### config.mk
export PLATFORM = sky130hd
export DESIGN_NAME = key_sched_ctrl_flat
export DESIGN_NICKNAME = d
export VERILOG_FILES = /design/src/rtl/key_sched_if.sv /design/src/rtl/key_sched_ctrl.sv /design/src/flat_wrapper.sv
export SDC_FILE = /design/constraint.sdc
export NUM_CORES = 2
export LEC_CHECK = 0
export BUFFER_PORTS_ARGS = -buffer_cell sky130_fd_sc_hd__buf_4
export CORE_ASPECT_RATIO = 0.9
export CORE_MARGIN = 4
export CORE_UTILIZATION = 57
export DETAILED_ROUTE_END_ITERATION = 10
export PLACE_DENSITY = 0.77
export RECOVER_POWER = 50
export SYNTH_ARGS = -nofsm -noshare
export SYNTH_HDL_FRONTEND = slang
export SYNTH_SLANG_ARGS = --single-unit
### constraint.sdc
create_clock -name clk -period 56.5 [get_ports clk]
set_input_delay 2.825 -clock clk [delete_from_list [all_inputs] [get_ports clk]]
set_output_delay 2.825 -clock clk [all_outputs]
set_load 0.02 [all_outputs]
### src/rtl/key_sched_if.sv
// Control and round-key read bundle between the key scheduler
// and the cipher cores that start it and read its key store.
interface key_sched_if #(
  parameter int KW = 128
);
  logic          start;
  logic          clear;
  logic [0:KW-1] key_in;
  logic          busy;
  logic          done;
  logic          keys_valid;
  logic [3:0]    rd_idx;
  logic [0:KW-1] rd_key;

  modport master (
    output start, clear, key_in, rd_idx,
    input  busy, done, keys_valid, rd_key
  );

  modport slave (
    input  start, clear, key_in, rd_idx,
    output busy, done, keys_valid, rd_key
  );
endinterface

### src/rtl/key_sched_ctrl.sv
// AES-128 key expansion sequencer: drives a combinational key_gen
// round one round per clock and stores rk0..rkNR for indexed reads.
module key_sched_ctrl #(
  parameter int NR = 10,
  parameter int KW = 128
) (
  input  logic          clk,
  input  logic          rst,
  key_sched_if.slave    sif,
  output logic [0:KW-1] o_kg_temp_key,
  output logic [0:KW-1] o_kg_mx_key,
  output logic [0:31]   o_kg_rcon,
  input  logic [0:KW-1] i_kg_r_key
);

  typedef enum logic [1:0] {
    S_IDLE,
    S_EXPAND,
    S_DONE
  } state_t;

  localparam logic [3:0] LAST = 4'(NR);

  state_t        r_state;
  state_t        w_next;
  logic [3:0]    r_round;
  logic [0:KW-1] r_cur;
  logic          r_kv;
  logic [0:KW-1] r_rd_key;
  logic [0:KW-1] r_store [0:NR];
  logic          w_exp;

  function automatic logic [7:0] f_rc(input logic [3:0] r);
    logic [7:0] v;
    v = 8'h00;
    unique case (r)
      4'd1:    v = 8'h01;
      4'd2:    v = 8'h02;
      4'd3:    v = 8'h04;
      4'd4:    v = 8'h08;
      4'd5:    v = 8'h10;
      4'd6:    v = 8'h20;
      4'd7:    v = 8'h40;
      4'd8:    v = 8'h80;
      4'd9:    v = 8'h1b;
      4'd10:   v = 8'h36;
      default: v = 8'h00;
    endcase
    return v;
  endfunction

  always_comb begin
    w_next = r_state;
    unique case (r_state)
      S_IDLE:   if (sif.start) w_next = S_EXPAND;
      S_EXPAND: if (r_round == LAST) w_next = S_DONE;
      S_DONE:   w_next = S_IDLE;
      default:  w_next = S_IDLE;
    endcase
    if (sif.clear) w_next = S_IDLE;
  end

  assign w_exp          = (r_state == S_EXPAND);
  assign sif.busy       = (r_state != S_IDLE);
  assign sif.done       = (r_state == S_DONE);
  assign sif.keys_valid = r_kv;
  assign sif.rd_key     = r_rd_key;
  assign o_kg_temp_key  = w_exp ? r_cur : '0;
  assign o_kg_rcon      = w_exp ? {f_rc(r_round), 24'h0} : '0;
  assign o_kg_mx_key    = '0;

  always_ff @(posedge clk or posedge rst) begin
    if (rst) begin
      r_state <= S_IDLE;
      r_round <= '0;
      r_cur   <= '0;
      r_kv    <= 1'b0;
      for (int i = 0; i <= NR; i++) r_store[i] <= '0;
    end else begin
      r_state <= w_next;
      // Abort leaves the store untouched; only validity is dropped.
      if (sif.clear) begin
        r_round <= '0;
        r_kv    <= 1'b0;
      end else begin
        unique case (r_state)
          S_IDLE: begin
            if (sif.start) begin
              r_store[0] <= sif.key_in;
              r_cur      <= sif.key_in;
              r_round    <= 4'd1;
              r_kv       <= 1'b0;
            end
          end
          S_EXPAND: begin
            r_store[r_round] <= i_kg_r_key;
            r_cur            <= i_kg_r_key;
            if (r_round == LAST) r_kv <= 1'b1;
            else r_round <= r_round + 4'd1;
          end
          S_DONE:  r_round <= '0;
          default: r_round <= '0;
        endcase
      end
    end
  end

  always_ff @(posedge clk or posedge rst) begin
    if (rst) r_rd_key <= '0;
    else if (sif.rd_idx <= LAST) r_rd_key <= r_store[sif.rd_idx];
    else r_rd_key <= '0;
  end

endmodule

### src/flat_wrapper.sv
// flat-port wrapper written by rule: the top's interface ports become plain ports
module key_sched_ctrl_flat 
#(
  parameter int NR = 10,
  parameter int KW = 128
)
  (clk, rst, o_kg_temp_key, o_kg_mx_key, o_kg_rcon, i_kg_r_key, sif_start, sif_clear, sif_key_in, sif_rd_idx, sif_busy, sif_done, sif_keys_valid, sif_rd_key);
  key_sched_if #(.KW(KW)) sif_i ();
  input  logic clk;
  input  logic rst;
  output logic [0:KW-1] o_kg_temp_key;
  output logic [0:KW-1] o_kg_mx_key;
  output logic [0:31] o_kg_rcon;
  input  logic [0:KW-1] i_kg_r_key;
  input wire logic [$bits(sif_i.start)-1:0] sif_start;
  input wire logic [$bits(sif_i.clear)-1:0] sif_clear;
  input wire logic [$bits(sif_i.key_in)-1:0] sif_key_in;
  input wire logic [$bits(sif_i.rd_idx)-1:0] sif_rd_idx;
  output wire logic [$bits(sif_i.busy)-1:0] sif_busy;
  output wire logic [$bits(sif_i.done)-1:0] sif_done;
  output wire logic [$bits(sif_i.keys_valid)-1:0] sif_keys_valid;
  output wire logic [$bits(sif_i.rd_key)-1:0] sif_rd_key;
  assign sif_i.start = sif_start;
  assign sif_i.clear = sif_clear;
  assign sif_i.key_in = sif_key_in;
  assign sif_i.rd_idx = sif_rd_idx;
  assign sif_busy = sif_i.busy;
  assign sif_done = sif_i.done;
  assign sif_keys_valid = sif_i.keys_valid;
  assign sif_rd_key = sif_i.rd_key;
  key_sched_ctrl #(.NR(NR), .KW(KW)) u_core (.clk(clk), .rst(rst), .sif(sif_i), .o_kg_temp_key(o_kg_temp_key), .o_kg_mx_key(o_kg_mx_key), .o_kg_rcon(o_kg_rcon), .i_kg_r_key(i_kg_r_key));
endmodule
======== Yosys cells after proc, flatten, opt, wreduce, memory -nomap -nowiden ========
Memories as Yosys holds them, arrays and structs flattened.
Cells that the tools add are included.
operators by class
  add/subtract/negate cells ............... 1
  multipliers ............................. 0
  div/mod/pow operators ................... 0
  order comparisons ....................... 4
  equality and inequality tests ........... 7
  shift operators ......................... 0
  mux-type cells .......................... 24
  bitwise logic cells ..................... 3
  reduce and logical (&&, ||, !) cells .... 10
operators with widths
  kind                 count
  $bwmux 1408          1
  $mux 128             6
  $bmux 128 s4         1
  $demux 128 s4        1
  $pmux 128 s2         2
  $mux 32              1
  $mux 4               3
  $ge 5x5->1 const B   2
  $not 4->5            2
  $ne 3x3->1 const B   3
  $pmux 4 s2           1
  $mux 2               3
  $reduce_and 2->1     3
  $reduce_and 3->1     2
  $lt 5x1->1 const B   1
  $add 4x1->4 const B  1
  $eq 4x4->1 const B   1
  $le 4x4->1 const B   1
  $pmux 2 s2           1
  $reduce_bool 2->1    2
  $mux 1               3
  $reduce_bool 3->1    1
  $eq 2x1->1 const B   1
  $eq 2x2->1 const B   1
  5 further kinds      5
storage, ports and cells
  bits in registers ....................... 1,671
  latch bits .............................. 0
  memory bits (writable) .................. 0
  bits in read-only memories .............. 128
  output and inout bits ................... 419
  memories ................................ 1
memories
  name              words  bits a word  read ports  clocked after memory_dff  write ports  line                  RTL
  (name not given)  16     8            1           0                         0            key_sched_ctrl.sv:36  unique case (r)

======== Logic depth before layout (Yosys ltp) ========
  depth in word-level cells ............... 7
  mapped depth ............................ 9
  gate-level depth less buffers ........... 6

======== Worst setup path before layout ========
Ideal clock, no wire load.
  kind .................................... register to output
  start point ............................. register u_core.r_state[1]
  end point ............................... output port o_kg_rcon[7] in the netlist's numbering
  data arrival time ....................... 1.606 ns
  data required time ...................... 53.675 ns
  setup slack ............................. 52.069 ns
  cell stages (with the launch flop) ...... 7
  path buffers ............................ 4
  cell sequence ........................... dfrtp_1 buf_2 nor2b_1 buf_2 clkbuf_1 clkbuf_1 and3_1
on the way
  word-level cells in the longest chain between the ends .. 2
RTL lines
  what                    line                  RTL
  start, declared         key_sched_ctrl.sv:24  state_t r_state;
  start signal, assigned  key_sched_ctrl.sv:80  r_state <= w_next;
  $eq 2x1->1              key_sched_ctrl.sv:63  assign w_exp = (r_state == S_EXPAND);
  $mux 32                 key_sched_ctrl.sv:69  assign o_kg_rcon = w_exp ? {f_rc(r_round), 24'h0} : '0;
  end, declared           flat_wrapper.sv:13    output logic [0:31] o_kg_rcon;
No other way between the ends.

==> metrics <==
status=complete, but fails checks; failing checks=max-capacitance violations, max-slew violations; CTS tree=built; fin util=64.0%; Slew @ Worst Pin=9.04 ns; vias in the first global route=50.9k; via density per instance=6.24; Routed WL=211 mm; die area=141000 µm²; via count=49.7k; # nets final=6281; drt wl/cell=26.5 µm; cell count after synthesis=5807; share of layout cells above drive strength 1=38.8%; Critical Path, Cell by Cell=clkbuf_4, clkinvlp_2, clkbuf_1, clkbuf_1, buf_4, buf_12, buf_4, buf_4; RSZ-0062 raised after global routing=no; most frequent cell after synthesis=dfrtp_1; Synth area leaders=dfrtp_1, mux2_2, mux4_2; final period utilization=24.9%; CP Capture Type=asynchronous set/reset pin; PD cells=33.9 nW/µm²; cts repair resizes=0; Synth top cells by count=dfrtp_1, mux2_2, nand2_1; Layout area overhead=11.0%; clk buf depth=3; GPL Wtd Cong=0.824; Setup Buffers After CTS=0; Num CTS Buffers=166; crit path max fanout=159; VDD IR-drop max=0.0283 mV; number of synthesized register bits=1671; Primary FF master, synth=dfrtp_1; Final ANT Viol Nets=0; number of synthesized flops with an enable pin=0; WS Path Type=in2async; DR DRC count=0; dpl hpwl=120 mm; Static Leak=40.5 nW; Worst slew margin=-503%; clk root buf=clkbuf_16; CTS sink count=1671; RR Startpoint=u_core.r_state[1]; total negative slack=0 ns; fin area=85500 µm²; Worst Path Arrival=14.88 ns; Setup-failing EPs final=0; Async SR Flop Fraction=100%; worst setup path end=u_core.r_store[970]; global route overflow=0; Top cell by count, worst path=buf_4; initial core utilization=57.6%; Hold Path Depth=1; slowest cell delay on critical path=3.36 ns; Critical R2R Capture=u_core.r_cur[39]; clk slew on worst S/H paths=0.06 ns; die span in x=395 µm; initial drt markers=4094; 1st-pass router iterations=5; post-route non-filler standard cell count=7959; Buffers on Ports=530; Final Hold Vio Count=0; Slew Limit Fails=1940; Final Skew=0.0284 ns; hold_buf cts=0; antenna violations before repair=21; R2R depth=4; min Tclk post-route=14.09 ns; startpoint types=primary input; post-synth top area share=54.3%; Rows=127; Post-DP Area=80500 µm²; worst hold path type=reg2reg; Synth Cell Area=77000 µm²; YS warnings=0; Placed Instances=7649; clk_lat worst skew=0.81 ns; core area=134000 µm²; f_max=71.0 MHz; Pwr Total=0.00290 W; GR Util All Layers=29.5%; cell taking the most area after synthesis=dfrtp_1; flop2flop setup slack=46.22 ns; Slowest cell on crit path=clkinvlp_2; crit path from=rst; Max Cap Viol=35; H-tree levels=4; largest net degree at the start of global routing=191; post-synthesis average cell area=13.3 µm²; data required time of the worst path=57.29 ns; Synth cell types=40; Die H=357 µm; global-route wire length before repair=320 mm; post-synthesis sequential area ratio=54.3%; # IOs=683
-- sequential cells by signal, indices dropped and copies added (netlist names) --
register and cells:
u_core.r_store 1408, u_core.r_cur 128, u_core.sif.rd_key 128, u_core.r_round 4
u_core.r_state 2, u_core.sif.keys_valid 1
-- worst max-delay path, delay by kind of cell --
family | cells | cell delay (ns)
buf+inv | 8 | 11.63
-- logic make-up (layout without fill, tap and decap cells) --
| kind of cell | after synthesis | count (layout) | share of synthesized area, % |
|---|---|---|---|
| and+or+nand+nor | 819 | 819 | 4.94 |
| muxes | 1794 | 1794 | 27.9 |
| AOI/OAI and AO/OA | 782 | 782 | 7.38 |
| xor gates and xnor gates | 2 | 2 | 0.0228 |
| buffers and inverters | 732 | 914 | 5.33 |
| adders and majority gates | 6 | 6 | 0.0975 |
| DFF | 1671 | 1671 | 54.3 |
| other | 1 | 165 | 0.00487 |
-- cell usage in the layout, fill, tap and decap left out, types with 130 or more instances in the layout --
cell type,netlist,layout
dfrtp_1,1671,1671
mux2_2,1536,1532
nor2_1,133,132
o21ai_0,132,132
nor2b_1,132,130
clkbuf_16,0,171
mux2i_1,130,130
clkbuf_1,282,194
nand2_1,395,395
conb_1,1,152
buf_4,174,444
-- stage by stage --
step                      worst slack (ns)  hold WS, ns
after global routing                 40.19        0.509
after floorplan                       6.51        0.474
after detailed placement             47.62        0.487
final                                42.41        0.500
after global placement               47.70        0.481
after CTS                            48.46        0.501
-- area by class of cell --
class                   instances  area [µm²]
fillers                      9927       48100
flip-flops and latches       1671       41800
multi-input cells            3555       31700
clock buffers                 252        5030
repair buffers                610        4060
well taps                    1806        2260
clock inverters                45         561
inverters                       7        32.5
diodes                         13        32.5
-- layer usage --
metal	vias to the layer above	share of wire, %	track usage (%)
met4	14	2.8	9.24
li1	21100	-	-
met3	374	8.0	6.84
met2	1848	46	46.2
met5	-	0.048	0
met1	26400	43	41.5
-- report_power, final --
group          internal (W)  switching [W]
clock network      0.000660       0.000471
registers           0.00132      0.0000648
logic              0.000182       0.000203
total               0.00216       0.000739
-- worst min path at each step --
stage                               from              endpoint  slack (ns)
floorplan           u_core.r_store[1271]  u_core.r_store[1271]        0.47
global placement     u_core.r_store[972]   u_core.r_store[972]        0.48
detailed placement  u_core.r_store[1209]  u_core.r_store[1209]        0.49
CTS                  u_core.r_store[905]   u_core.r_store[905]        0.50
global route        u_core.r_store[1263]  u_core.r_store[1263]        0.51
finish               u_core.r_store[905]   u_core.r_store[905]        0.50
Note: power is estimated with default switching activity, not from simulation.
